==> src/rtl/narrow_pkg.sv <==
// Shared constants and helpers for the narrowing pipeline: rounding mode encodings
// and the saturation bounds for a given output width and signedness.
package narrow_pkg;

  localparam logic [1:0] MODE_TRUNC   = 2'd0;
  localparam logic [1:0] MODE_HALF_UP = 2'd1;
  localparam logic [1:0] MODE_CONV    = 2'd2;
  localparam logic [1:0] MODE_CEIL    = 2'd3;

  typedef struct packed {
    logic signed [63:0] hi;
    logic signed [63:0] lo;
  } sat_bounds_t;

  // Clamp limits of an osize-bit result, wide enough for any legal lane width.
  function automatic sat_bounds_t sat_bounds(input int unsigned osize, input bit sgn);
    sat_bounds_t b;
    if (sgn) begin
      b.hi = (64'sd1 <<< (osize - 1)) - 64'sd1;
      b.lo = -(64'sd1 <<< (osize - 1));
    end else begin
      b.hi = (64'sd1 <<< osize) - 64'sd1;
      b.lo = 64'sd0;
    end
    return b;
  endfunction

endpackage

==> src/rtl/narrow_lane.sv <==
// Single-lane narrowing datapath, purely combinational. The S1 half shifts and
// derives the rounding increment; the S2 half adds it and saturates.
module narrow_lane
  import narrow_pkg::*;
#(
  parameter int unsigned DSIZE  = 16,
  parameter int unsigned OSIZE  = 8,
  parameter bit          SIGNED = 1'b0,
  parameter int unsigned SHW    = $clog2(DSIZE)
) (
  input  logic [DSIZE-1:0] s1_v_i,
  input  logic [SHW-1:0]   s1_shift_i,
  input  logic [1:0]       s1_mode_i,
  output logic [DSIZE-1:0] s1_q_c_o,
  output logic             s1_inc_c_o,
  output logic             s1_sign_c_o,
  input  logic [DSIZE-1:0] s2_q_i,
  input  logic             s2_inc_i,
  input  logic             s2_sign_i,
  output logic [OSIZE-1:0] s2_data_c_o,
  output logic             s2_sat_c_o
);

  localparam int unsigned SW = DSIZE + 1;
  localparam sat_bounds_t BND = sat_bounds(OSIZE, SIGNED);
  localparam logic signed [SW-1:0] HI = SW'(BND.hi);
  localparam logic signed [SW-1:0] LO = SW'(BND.lo);

  logic signed [DSIZE-1:0] v_s;
  logic [DSIZE-1:0]        mask_c;
  logic [DSIZE-1:0]        low_mask_c;
  logic                    d_nz_c;
  logic                    d_msb_c;
  logic                    low_nz_c;
  logic signed [SW-1:0]    sum_c;

  assign v_s = s1_v_i;

  // Shift and classify the dropped bits; a zero shift yields an empty mask, so no rounding.
  always_comb begin : s1_round
    mask_c      = (DSIZE'(1) << s1_shift_i) - DSIZE'(1);
    low_mask_c  = mask_c >> 1;
    d_nz_c      = |(s1_v_i & mask_c);
    d_msb_c     = |(s1_v_i & (mask_c ^ low_mask_c));
    low_nz_c    = |(s1_v_i & low_mask_c);
    s1_sign_c_o = SIGNED && s1_v_i[DSIZE-1];
    if (SIGNED) s1_q_c_o = v_s >>> s1_shift_i;
    else        s1_q_c_o = s1_v_i >> s1_shift_i;
    s1_inc_c_o = 1'b0;
    case (s1_mode_i)
      MODE_HALF_UP: s1_inc_c_o = d_msb_c;
      MODE_CONV:    s1_inc_c_o = d_msb_c & (low_nz_c | s1_q_c_o[0]);
      MODE_CEIL:    s1_inc_c_o = d_nz_c;
      default:      s1_inc_c_o = 1'b0;
    endcase
  end

  // One extra bit of headroom keeps the increment from overflowing before the clamp.
  always_comb begin : s2_saturate
    sum_c       = {s2_sign_i, s2_q_i} + SW'(s2_inc_i);
    s2_data_c_o = sum_c[OSIZE-1:0];
    s2_sat_c_o  = 1'b0;
    if (sum_c > HI) begin
      s2_data_c_o = HI[OSIZE-1:0];
      s2_sat_c_o  = 1'b1;
    end else if (sum_c < LO) begin
      s2_data_c_o = LO[OSIZE-1:0];
      s2_sat_c_o  = 1'b1;
    end
  end

endmodule

==> src/rtl/narrow_saturate_pipe.sv <==
// Multi-lane two-stage shift/round/saturate pipeline with valid/ready on both
// sides and a saturating count of clamped lanes.
module narrow_saturate_pipe
  import narrow_pkg::*;
#(
  parameter int unsigned DSIZE  = 16,
  parameter int unsigned OSIZE  = 8,
  parameter int unsigned LANES  = 4,
  parameter bit          SIGNED = 1'b0,
  parameter int unsigned CNTW   = 16,
  parameter int unsigned SHW    = $clog2(DSIZE)
) (
  input  logic                   clock,
  input  logic                   rst_n,
  input  logic                   in_valid,
  output logic                   in_ready,
  input  logic [LANES*DSIZE-1:0] in_data,
  input  logic [SHW-1:0]         in_shift,
  input  logic [1:0]             in_mode,
  output logic                   out_valid,
  input  logic                   out_ready,
  output logic [LANES*OSIZE-1:0] out_data,
  output logic [LANES-1:0]       out_sat,
  input  logic                   clr_cnt,
  output logic [CNTW-1:0]        sat_cnt
);

  localparam int unsigned PCW = $clog2(LANES + 1);
  localparam int unsigned CW1 = CNTW + 1;

  logic                   s1_valid_q, s1_valid_d;
  logic [LANES*DSIZE-1:0] s1_q_q, s1_q_d;
  logic [LANES-1:0]       s1_inc_q, s1_inc_d;
  logic [LANES-1:0]       s1_sign_q, s1_sign_d;
  logic                   s2_valid_q, s2_valid_d;
  logic [LANES*OSIZE-1:0] s2_data_q, s2_data_d;
  logic [LANES-1:0]       s2_sat_q, s2_sat_d;
  logic [CNTW-1:0]        sat_cnt_q, sat_cnt_d;

  logic [LANES*DSIZE-1:0] s1_q_c;
  logic [LANES-1:0]       s1_inc_c;
  logic [LANES-1:0]       s1_sign_c;
  logic [LANES*OSIZE-1:0] s2_data_c;
  logic [LANES-1:0]       s2_sat_c;
  logic                   s1_adv_c;
  logic                   s2_adv_c;
  logic [PCW-1:0]         pop_c;
  logic [CW1-1:0]         cnt_sum_c;

  for (genvar g = 0; g < LANES; g++) begin : g_lane
    narrow_lane #(
      .DSIZE  (DSIZE),
      .OSIZE  (OSIZE),
      .SIGNED (SIGNED),
      .SHW    (SHW)
    ) u_lane (
      .s1_v_i      (in_data[g*DSIZE +: DSIZE]),
      .s1_shift_i  (in_shift),
      .s1_mode_i   (in_mode),
      .s1_q_c_o    (s1_q_c[g*DSIZE +: DSIZE]),
      .s1_inc_c_o  (s1_inc_c[g]),
      .s1_sign_c_o (s1_sign_c[g]),
      .s2_q_i      (s1_q_q[g*DSIZE +: DSIZE]),
      .s2_inc_i    (s1_inc_q[g]),
      .s2_sign_i   (s1_sign_q[g]),
      .s2_data_c_o (s2_data_c[g*OSIZE +: OSIZE]),
      .s2_sat_c_o  (s2_sat_c[g])
    );
  end

  // Ready ripples back combinationally so a full pipe still moves every cycle.
  assign s2_adv_c = !s2_valid_q || out_ready;
  assign s1_adv_c = !s1_valid_q || s2_adv_c;
  assign in_ready = s1_adv_c;

  always_comb begin : pipe_next
    s1_valid_d = s1_valid_q;
    s1_q_d     = s1_q_q;
    s1_inc_d   = s1_inc_q;
    s1_sign_d  = s1_sign_q;
    s2_valid_d = s2_valid_q;
    s2_data_d  = s2_data_q;
    s2_sat_d   = s2_sat_q;
    if (s1_adv_c) begin
      s1_valid_d = in_valid;
      if (in_valid) begin
        s1_q_d    = s1_q_c;
        s1_inc_d  = s1_inc_c;
        s1_sign_d = s1_sign_c;
      end
    end
    if (s2_adv_c) begin
      s2_valid_d = s1_valid_q;
      if (s1_valid_q) begin
        s2_data_d = s2_data_c;
        s2_sat_d  = s2_sat_c;
      end
    end
  end

  // Clear wins over a same-cycle increment; the count sticks at all ones.
  always_comb begin : cnt_next
    pop_c = '0;
    for (int i = 0; i < LANES; i++) pop_c = pop_c + PCW'(s2_sat_q[i]);
    cnt_sum_c = {1'b0, sat_cnt_q} + CW1'(pop_c);
    sat_cnt_d = sat_cnt_q;
    if (clr_cnt) begin
      sat_cnt_d = '0;
    end else if (s2_valid_q && out_ready) begin
      sat_cnt_d = cnt_sum_c[CNTW] ? '1 : cnt_sum_c[CNTW-1:0];
    end
  end

  always_ff @(posedge clock or negedge rst_n) begin : regs
    if (!rst_n) begin
      s1_valid_q <= 1'b0;
      s1_q_q     <= '0;
      s1_inc_q   <= '0;
      s1_sign_q  <= '0;
      s2_valid_q <= 1'b0;
      s2_data_q  <= '0;
      s2_sat_q   <= '0;
      sat_cnt_q  <= '0;
    end else begin
      s1_valid_q <= s1_valid_d;
      s1_q_q     <= s1_q_d;
      s1_inc_q   <= s1_inc_d;
      s1_sign_q  <= s1_sign_d;
      s2_valid_q <= s2_valid_d;
      s2_data_q  <= s2_data_d;
      s2_sat_q   <= s2_sat_d;
      sat_cnt_q  <= sat_cnt_d;
    end
  end

  assign out_valid = s2_valid_q;
  assign out_data  = s2_data_q;
  assign out_sat   = s2_sat_q;
  assign sat_cnt   = sat_cnt_q;

endmodule

==> config.mk <==
export PLATFORM = sky130hd
export DESIGN_NAME = narrow_saturate_pipe
export DESIGN_NICKNAME = d
export VERILOG_FILES = /design/src/rtl/narrow_pkg.sv /design/src/rtl/narrow_lane.sv /design/src/rtl/narrow_saturate_pipe.sv
export SDC_FILE = /design/constraint.sdc
export NUM_CORES = 1
export LEC_CHECK = 0
export ABC_CLOCK_PERIOD_IN_PS = 3400
export CORE_MARGIN = 2
export CORE_UTILIZATION = 29
export CTS_CLUSTER_DIAMETER = 30
export DETAILED_ROUTE_END_ITERATION = 7
export GPL_ROUTABILITY_DRIVEN = 0
export SETUP_SLACK_MARGIN = 0.1
export SLEW_MARGIN = 10
export SYNTH_ARGS = -nofsm -noshare
export SYNTH_HDL_FRONTEND = slang
export SYNTH_HIERARCHICAL = 1
export SYNTH_SLANG_ARGS = --single-unit
==> constraint.sdc <==
create_clock -name clock -period 3.4 [get_ports clock]
set_input_delay 0.68 -clock clock [delete_from_list [all_inputs] [get_ports clock]]
set_output_delay 0.68 -clock clock [all_outputs]
set_load 0.02 [all_outputs]
# Word level (Yosys, flattened, before mapping)
# Cells that the tools add are included.
# W data, S select, Z words.
[totals]
reg_bits = 122
latch_bits = 0
mem_bits_rw = 0
mem_bits_ro = 0
input_bits = 75
output_inout_bits = 54
n_memories = 0
[op_classes]
n_addsub = 9
mul = 0
n_div = 0
magnitude_cmp = 8
eq_ne = 3
shift = 5
muxes = 23
bitwise_logic = 21
n_reduce_logical = 20
[op_table]
columns = ["cell", "n"]
rows = [
  ["$reduce_or A16 Y1", 12],
  ["$and A16 B16 Y16", 8],
  ["$add A16 B1 Y17", 4],
  ["$gt A17 B9 Y1 const B", 4],
  ["$lt A17 B1 Y1 const B", 4],
  ["$and A16 B15 Y16", 4],
  ["$mux W8", 8],
  ["$shr A16 B4 Y16", 4],
  ["$mux W16", 3],
  ["$add A16 B3 Y17", 1],
  ["$shl A1 B4 Y16 const A", 1],
  ["$sub A16 B2 Y16 const B", 1],
  ["$xor A16 B15 Y16", 1],
  ["$pmux W1 S3", 4],
  ["$mux W1", 8],
  ["$and A1 B1 Y1", 4],
  ["$eq A2 B2 Y1 const B", 2],
  ["$or A1 B1 Y1", 4],
  ["$reduce_and A2 Y1", 2],
  ["$add A2 B1 Y3", 1],
  ["$add A3 B1 Y3", 1],
  ["$add A1 B1 Y2", 1],
  ["$eq A2 B1 Y1 const B", 1],
  ["$logic_not A1 Y1", 2],
  ["other kinds (3)", 4],
]

# Depth between registers and ports, before layout
[logic_depth]
depth_word = 7
mapped_depth = 16
mapped_depth_nobuf = 11

# Cells and area by module
# The synthesis kept the hierarchy.
[modules_own_cells]
columns = ["module", "instances", "cells_each", "area_per_inst_um2", "seq_area_each_um2"]
rows = [
  ["narrow_saturate_pipe", 1, 331, 5058.6, 3153.0],
  ["narrow_lane at g_lane[1].u_lane ...", 2, 323, 2013.2, 0.0],
  ["narrow_lane at g_lane[0].u_lane", 1, 306, 1956.9, 0.0],
  ["narrow_lane at g_lane[2].u_lane", 1, 298, 1949.4, 0.0],
]

# Worst setup path before layout
# No wires, ideal clock.
[synth_timing]
kind = "input port to flip-flop"
from = "input port in_shift[1]"
to = "register s1_inc_q[0]"
setup_ns = 0.125
arrival_ns = 3.296
required_ns = 3.275
path_slack_ns = -0.021
cell_stages = 13
n_path_buf = 3
cell_sequence = "clkbuf_1 > buf_2 > nor4_1 > inv_1 > ha_1 > buf_2 > a2111oi_0 > o32a_1 > nand4_1 > a2111o_1 > a22oi_1 > nor2_1 > mux2_2"
[synth_via]
elab_chain_len = 7
word_cells_on_any_way = 13
cone_classes = "1 x add/sub; 2 x shift; 1 x mux; 6 x bitwise; 3 x reduce/logical"
[synth_rtl]
columns = ["item", "line", "source"]
rows = [
  ["start, declared", "narrow_saturate_pipe.sv:18", "input logic [SHW-1:0] in_shift,"],
  ["$shl A1 B4 Y16", "narrow_lane.sv:41", "mask_c = (DSIZE'(1) << s1_shift_i) - DSIZE'(1);"],
  ["$sub A16 B2 Y16", "narrow_lane.sv:41", ""],
  ["$xor A16 B15 Y16 / $and A16 B15 Y16 (equally long branches)", "narrow_lane.sv:44, narrow_lane.sv:45", ""],
  ["$and A16 B16 Y16 / $reduce_or A16 Y1 (equally long branches)", "narrow_lane.sv:44, narrow_lane.sv:45", ""],
  ["$reduce_or A16 Y1 / $or A1 B1 Y1 (equally long branches)", "narrow_lane.sv:44, narrow_lane.sv:52", ""],
  ["$and A1 B1 Y1", "narrow_lane.sv:52", "MODE_CONV: s1_inc_c_o = d_msb_c & (low_nz_c | s1_q_c_o[0]);"],
  ["$pmux W1 S3 (*)", "narrow_lane.sv:50", "case (s1_mode_i)"],
  ["named net s1_inc_c[0]", "narrow_saturate_pipe.sv:41", "logic [LANES-1:0] s1_inc_c;"],
  ["end signal, assigned", "narrow_saturate_pipe.sv:127", "s1_inc_q <= s1_inc_d;"],
  ["end, declared", "narrow_saturate_pipe.sv:33", "logic [LANES-1:0] s1_inc_q, s1_inc_d;"],
]
# Mark *: on every way through the listed nets, which the timed path passes. The rest lies on a longest branch.
# A chain may end at the register's enable or synchronous reset.

# Final worst setup path
[layout_timing]
from = "input port in_shift[2]"
to = "register s1_inc_q[2]"
# Same word-level chain as after synthesis.

==> metrics.txt <==
# TYPE chip_impl_metric gauge
chip_impl_info{name="outcome",value="finished, final reports clean"} 1
chip_impl_info{name="most_common_cell_after_layout_fill_and_taps_aside",value="sky130_fd_sc_hd__nor2_1"} 1
chip_impl_metric{name="drt_drc_violations_left",unit=""} 0
chip_impl_metric{name="cts_htree_levels",unit=""} 4
chip_impl_metric{name="synth_warnings",unit=""} 6
chip_impl_info{name="hold_class",value="input pin to async pin"} 1
chip_impl_metric{name="finish.utilization",unit="%"} 35.7
chip_impl_metric{name="power.density",unit="nW/um2"} 417
chip_impl_metric{name="half_perimeter_wire_length_after_detailed_placement",unit="um"} 30200
chip_impl_metric{name="synth.cell_area",unit="um2"} 13000
chip_impl_metric{name="die-height",unit="um"} 216
chip_impl_metric{name="fp-row-count",unit=""} 77
chip_impl_metric{name="place_worst_setup_slack",unit="ns"} -0.151
chip_impl_metric{name="final_hold_viol_count",unit=""} 0
chip_impl_metric{name="worst_ep_arrival_time",unit="ns"} 3.44
chip_impl_metric{name="die-area",unit="um2"} 46500
chip_impl_metric{name="detailed_place.area",unit="um2"} 15200
chip_impl_metric{name="clk_path_buf_depth",unit=""} 2
chip_impl_metric{name="fin_tns_setup",unit="ns"} 0
chip_impl_metric{name="timing.final.max_slew_violations",unit=""} 0
chip_impl_metric{name="track_usage",unit="%"} 17.4
chip_impl_metric{name="syn-mean-instance-area",unit="um2"} 8.22
chip_impl_metric{name="routed_wire_length_per_instance",unit="um"} 17.8
chip_impl_metric{name="grt_start_max_net_pins",unit=""} 84
chip_impl_metric{name="die_x",unit="um"} 216
chip_impl_metric{name="layout_setup_ws",unit="ns"} 0.259
chip_impl_metric{name="initial_antenna_violation_count",unit=""} 3
chip_impl_metric{name="initialDrtViolationCount",unit=""} 1027
chip_impl_metric{name="grt_pass1_vias",unit=""} 12100
chip_impl_info{name="crit_path_end_kind",value="register"} 1
chip_impl_metric{name="netlist-cell-type-count",unit=""} 106
chip_impl_metric{name="hold_bufs_at_cts",unit=""} 0
chip_impl_metric{name="coreArea",unit="um2"} 44200
chip_impl_metric{name="detail_route.first_pass.iterations",unit=""} 6
chip_impl_info{name="rsz0062_at_grt",value="false"} 1
chip_impl_metric{name="post-route-cell-area",unit="um2"} 15800
chip_impl_metric{name="layout.filler_cells",unit=""} 4561
chip_impl_metric{name="clk_pin_slew",unit="ns"} 0.06
chip_impl_metric{name="post_route_cells_drive_above_1_share",unit="%"} 19.7
chip_impl_metric{name="initial_utilization",unit="%"} 29.4
chip_impl_metric{name="synth_enable_flop_cells",unit=""} 0
chip_impl_metric{name="syn-instance-count",unit=""} 1581
chip_impl_metric{name="flow.area_growth_from_synthesis",unit="%"} 21.5
chip_impl_metric{name="cts.sinks",unit=""} 126
chip_impl_info{name="layout.cells.most_common_list",value="sky130_fd_sc_hd__nor2_1 (150), sky130_fd_sc_hd__mux2_2 (130), sky130_fd_sc_hd__a21oi_1 (129)"} 1
chip_impl_metric{name="met1_wl",unit="um"} 19000
chip_impl_metric{name="grt-ovfl-total",unit=""} 0
chip_impl_metric{name="period_needed",unit="ns"} 3.14
chip_impl_metric{name="avgViaCountPerCell",unit=""} 5.61
chip_impl_info{name="routed.top_layer",value="met4"} 1
chip_impl_metric{name="synthesis.nets",unit=""} 1672
chip_impl_info{name="tritoncts_clock_tree",value="built"} 1
chip_impl_metric{name="worst_ir_drop_vdd",unit="mV"} 0.273
chip_impl_metric{name="max_slew_margin",unit="%"} 55.0
chip_impl_info{name="synth_top_flop_cell",value="sky130_fd_sc_hd__dfrtp_1"} 1
chip_impl_metric{name="design.final.nets",unit=""} 1798
chip_impl_metric{name="first_pass_grt_wire_length",unit="um"} 66600
chip_impl_metric{name="io_buffer_count",unit=""} 128
chip_impl_metric{name="postCtsSetupBuffers",unit=""} 0
chip_impl_metric{name="max_freq",unit="GHz"} 0.318
chip_impl_metric{name="tightest_slew",unit="ns"} 0.673
chip_impl_metric{name="wl_met3",unit="um"} 2850
chip_impl_metric{name="total_power_of_the_final_layout",unit="mW"} 6.59
chip_impl_metric{name="totalWireLength",unit="um"} 41300
chip_impl_metric{name="critPathRequiredTime",unit="ns"} 3.70
chip_impl_metric{name="synthArstFlopShare",unit="%"} 100
chip_impl_metric{name="final-setup-viol-count",unit=""} 0
chip_impl_metric{name="critical_path_peak_fanout",unit=""} 31
chip_impl_metric{name="wl_met2",unit="um"} 18400
chip_impl_metric{name="clock-skew-final",unit="ns"} 0.0133
chip_impl_info{name="timing_worst_setup_path_type",value="input pin to register"} 1
chip_impl_info{name="clock_tree_root",value="sky130_fd_sc_hd__clkbuf_16"} 1
chip_impl_metric{name="clock_latency",unit="ns"} 0.42
chip_impl_metric{name="final.period_utilization",unit="%"} 92.4
chip_impl_metric{name="route.vias.total",unit=""} 13000
chip_impl_info{name="kind_of_start_point_of_the_critical_path",value="input pin"} 1
chip_impl_metric{name="max_cap_viol_count",unit=""} 0
chip_impl_metric{name="number_of_buffers_created_by_cts",unit=""} 17
chip_impl_metric{name="drt.antenna.violating_nets",unit=""} 0
chip_impl_metric{name="r2r_cells",unit=""} 9
chip_impl_metric{name="p_leak",unit="nW"} 6.29
chip_impl_metric{name="synth_sequential_area_ratio",unit="%"} 24.3
chip_impl_metric{name="top_level_ports",unit=""} 129
chip_impl_metric{name="synth_seq_cells",unit=""} 126
chip_impl_metric{name="cts_repair_resize_count",unit=""} 0
==> stage by stage <==
stage	hold WS, ns	std cells
floorplan	0.384	1581
global placement	0.486	2280
detailed placement	0.493	2280
CTS	0.152	2312
global route	0.168	2315
finish	0.154	2315
==> area by class of cell <==
class,count,area (um2),area share [%]
multi-input cells,1288,8950,56.7
diodes,3,7.51,0.0476
well taps,592,741,4.69
clock buffers,20,457,2.89
inverters,46,173,1.09
clock inverters,12,159,1.01
repair buffers,228,2150,13.6
flip-flops and latches,126,3150,20.0
==> per-layer routing <==
layer / vias to the layer above / global-route usage (%)
met5: - / 0
met4: 0 / 5.17
met3: 70 / 2.73
met2: 540 / 26.9
met1: 6212 / 24.8
li1: 6167 / -
==> final timing paths <==
| check | startpoint | slack (ns) | to |
|---|---|---|---|
| min reg2reg | out_data[30]$_DFFE_PN0P_ | 0.51 | out_data[30]$_DFFE_PN0P_ |
| max | in_shift[2] | 0.26 | s1_inc_q[2]$_DFFE_PN0P_ |
| max reg2reg | out_sat[0]$_DFFE_PN0P_ | 0.42 | sat_cnt[0]$_DFFE_PN0P_ |
| max in group asynchronous | rst_n | 2.50 | s1_q_q[2]$_DFFE_PN0P_ |
| min in group clock | out_data[30]$_DFFE_PN0P_ | 0.51 | out_data[30]$_DFFE_PN0P_ |
| min | rst_n | 0.15 | s1_q_q[36]$_DFFE_PN0P_ |
==> logic make-up (layout without fill, tap and decap cells) <==
kind of cell | Yosys count | after routing | synth area share (%)
XOR/XNOR | 45 | 45 | 3.38
other | 4 | 7 | 0.116
adder cells (fa/ha/maj) | 16 | 16 | 1.71
buffers and inverters | 167 | 306 | 7.01
multiplexers | 196 | 196 | 17.3
flip-flops | 126 | 126 | 24.3
AND/OR/NAND/NOR | 575 | 575 | 23.3
AO/OA/AOI/OAI | 452 | 452 | 22.9
==> worst max-delay path: stages <==
cell                        delay, ns
sky130_fd_sc_hd__buf_6           0.13
sky130_fd_sc_hd__nor2_1          0.24
sky130_fd_sc_hd__nand2_1         0.12
sky130_fd_sc_hd__ha_1            0.24
sky130_fd_sc_hd__buf_12          0.17
sky130_fd_sc_hd__nand2_1         0.09
sky130_fd_sc_hd__a211oi_1        0.05
sky130_fd_sc_hd__a2111oi_0       0.54
sky130_fd_sc_hd__buf_4           0.21
sky130_fd_sc_hd__nand4_1         0.08
sky130_fd_sc_hd__or3_1           0.37
sky130_fd_sc_hd__a22oi_1         0.17
sky130_fd_sc_hd__nor2_1          0.08
sky130_fd_sc_hd__mux2_2          0.26
==> sequential cells by signal (all words and copies together) (netlist names) <==
| name | cells |
|---|---|
| s1_valid_q | 1 |
| out_data | 32 |
| s1_inc_q | 4 |
| out_valid | 1 |
| s1_sign_q | 4 |
| sat_cnt | 16 |
| s1_q_q | 64 |
| out_sat | 4 |
==> where the power goes <==
group	internal (mW)	leakage (nW)	switching, mW
clock network	1.20	0.297	0.728
logic	1.22	4.41	1.34
registers	1.79	1.58	0.308
==> cells in the mapped netlist, drive strengths merged (18+ instances only) <==
master    n  share of area, %
nand2   122               3.6
mux2i    56               4.4
a21oi   129               5.0
xnor2    24               1.6
nand3    59               2.3
nor2    152               4.4
nor4     18              0.98
clkbuf   25              0.89
a31oi    32               1.5
buf      96               4.8
mux2    131                11
nor3     37               1.6
nand2b   27               1.4
inv      45               1.3
nor2b    21               1.0
and3     27               1.3
o22ai    31               1.5
dfrtp   126                24
nand4    31               1.6
a211oi   25               1.4
xor2     21               1.8
o21ai    87               3.4
(Power assumes the default switching activity.)
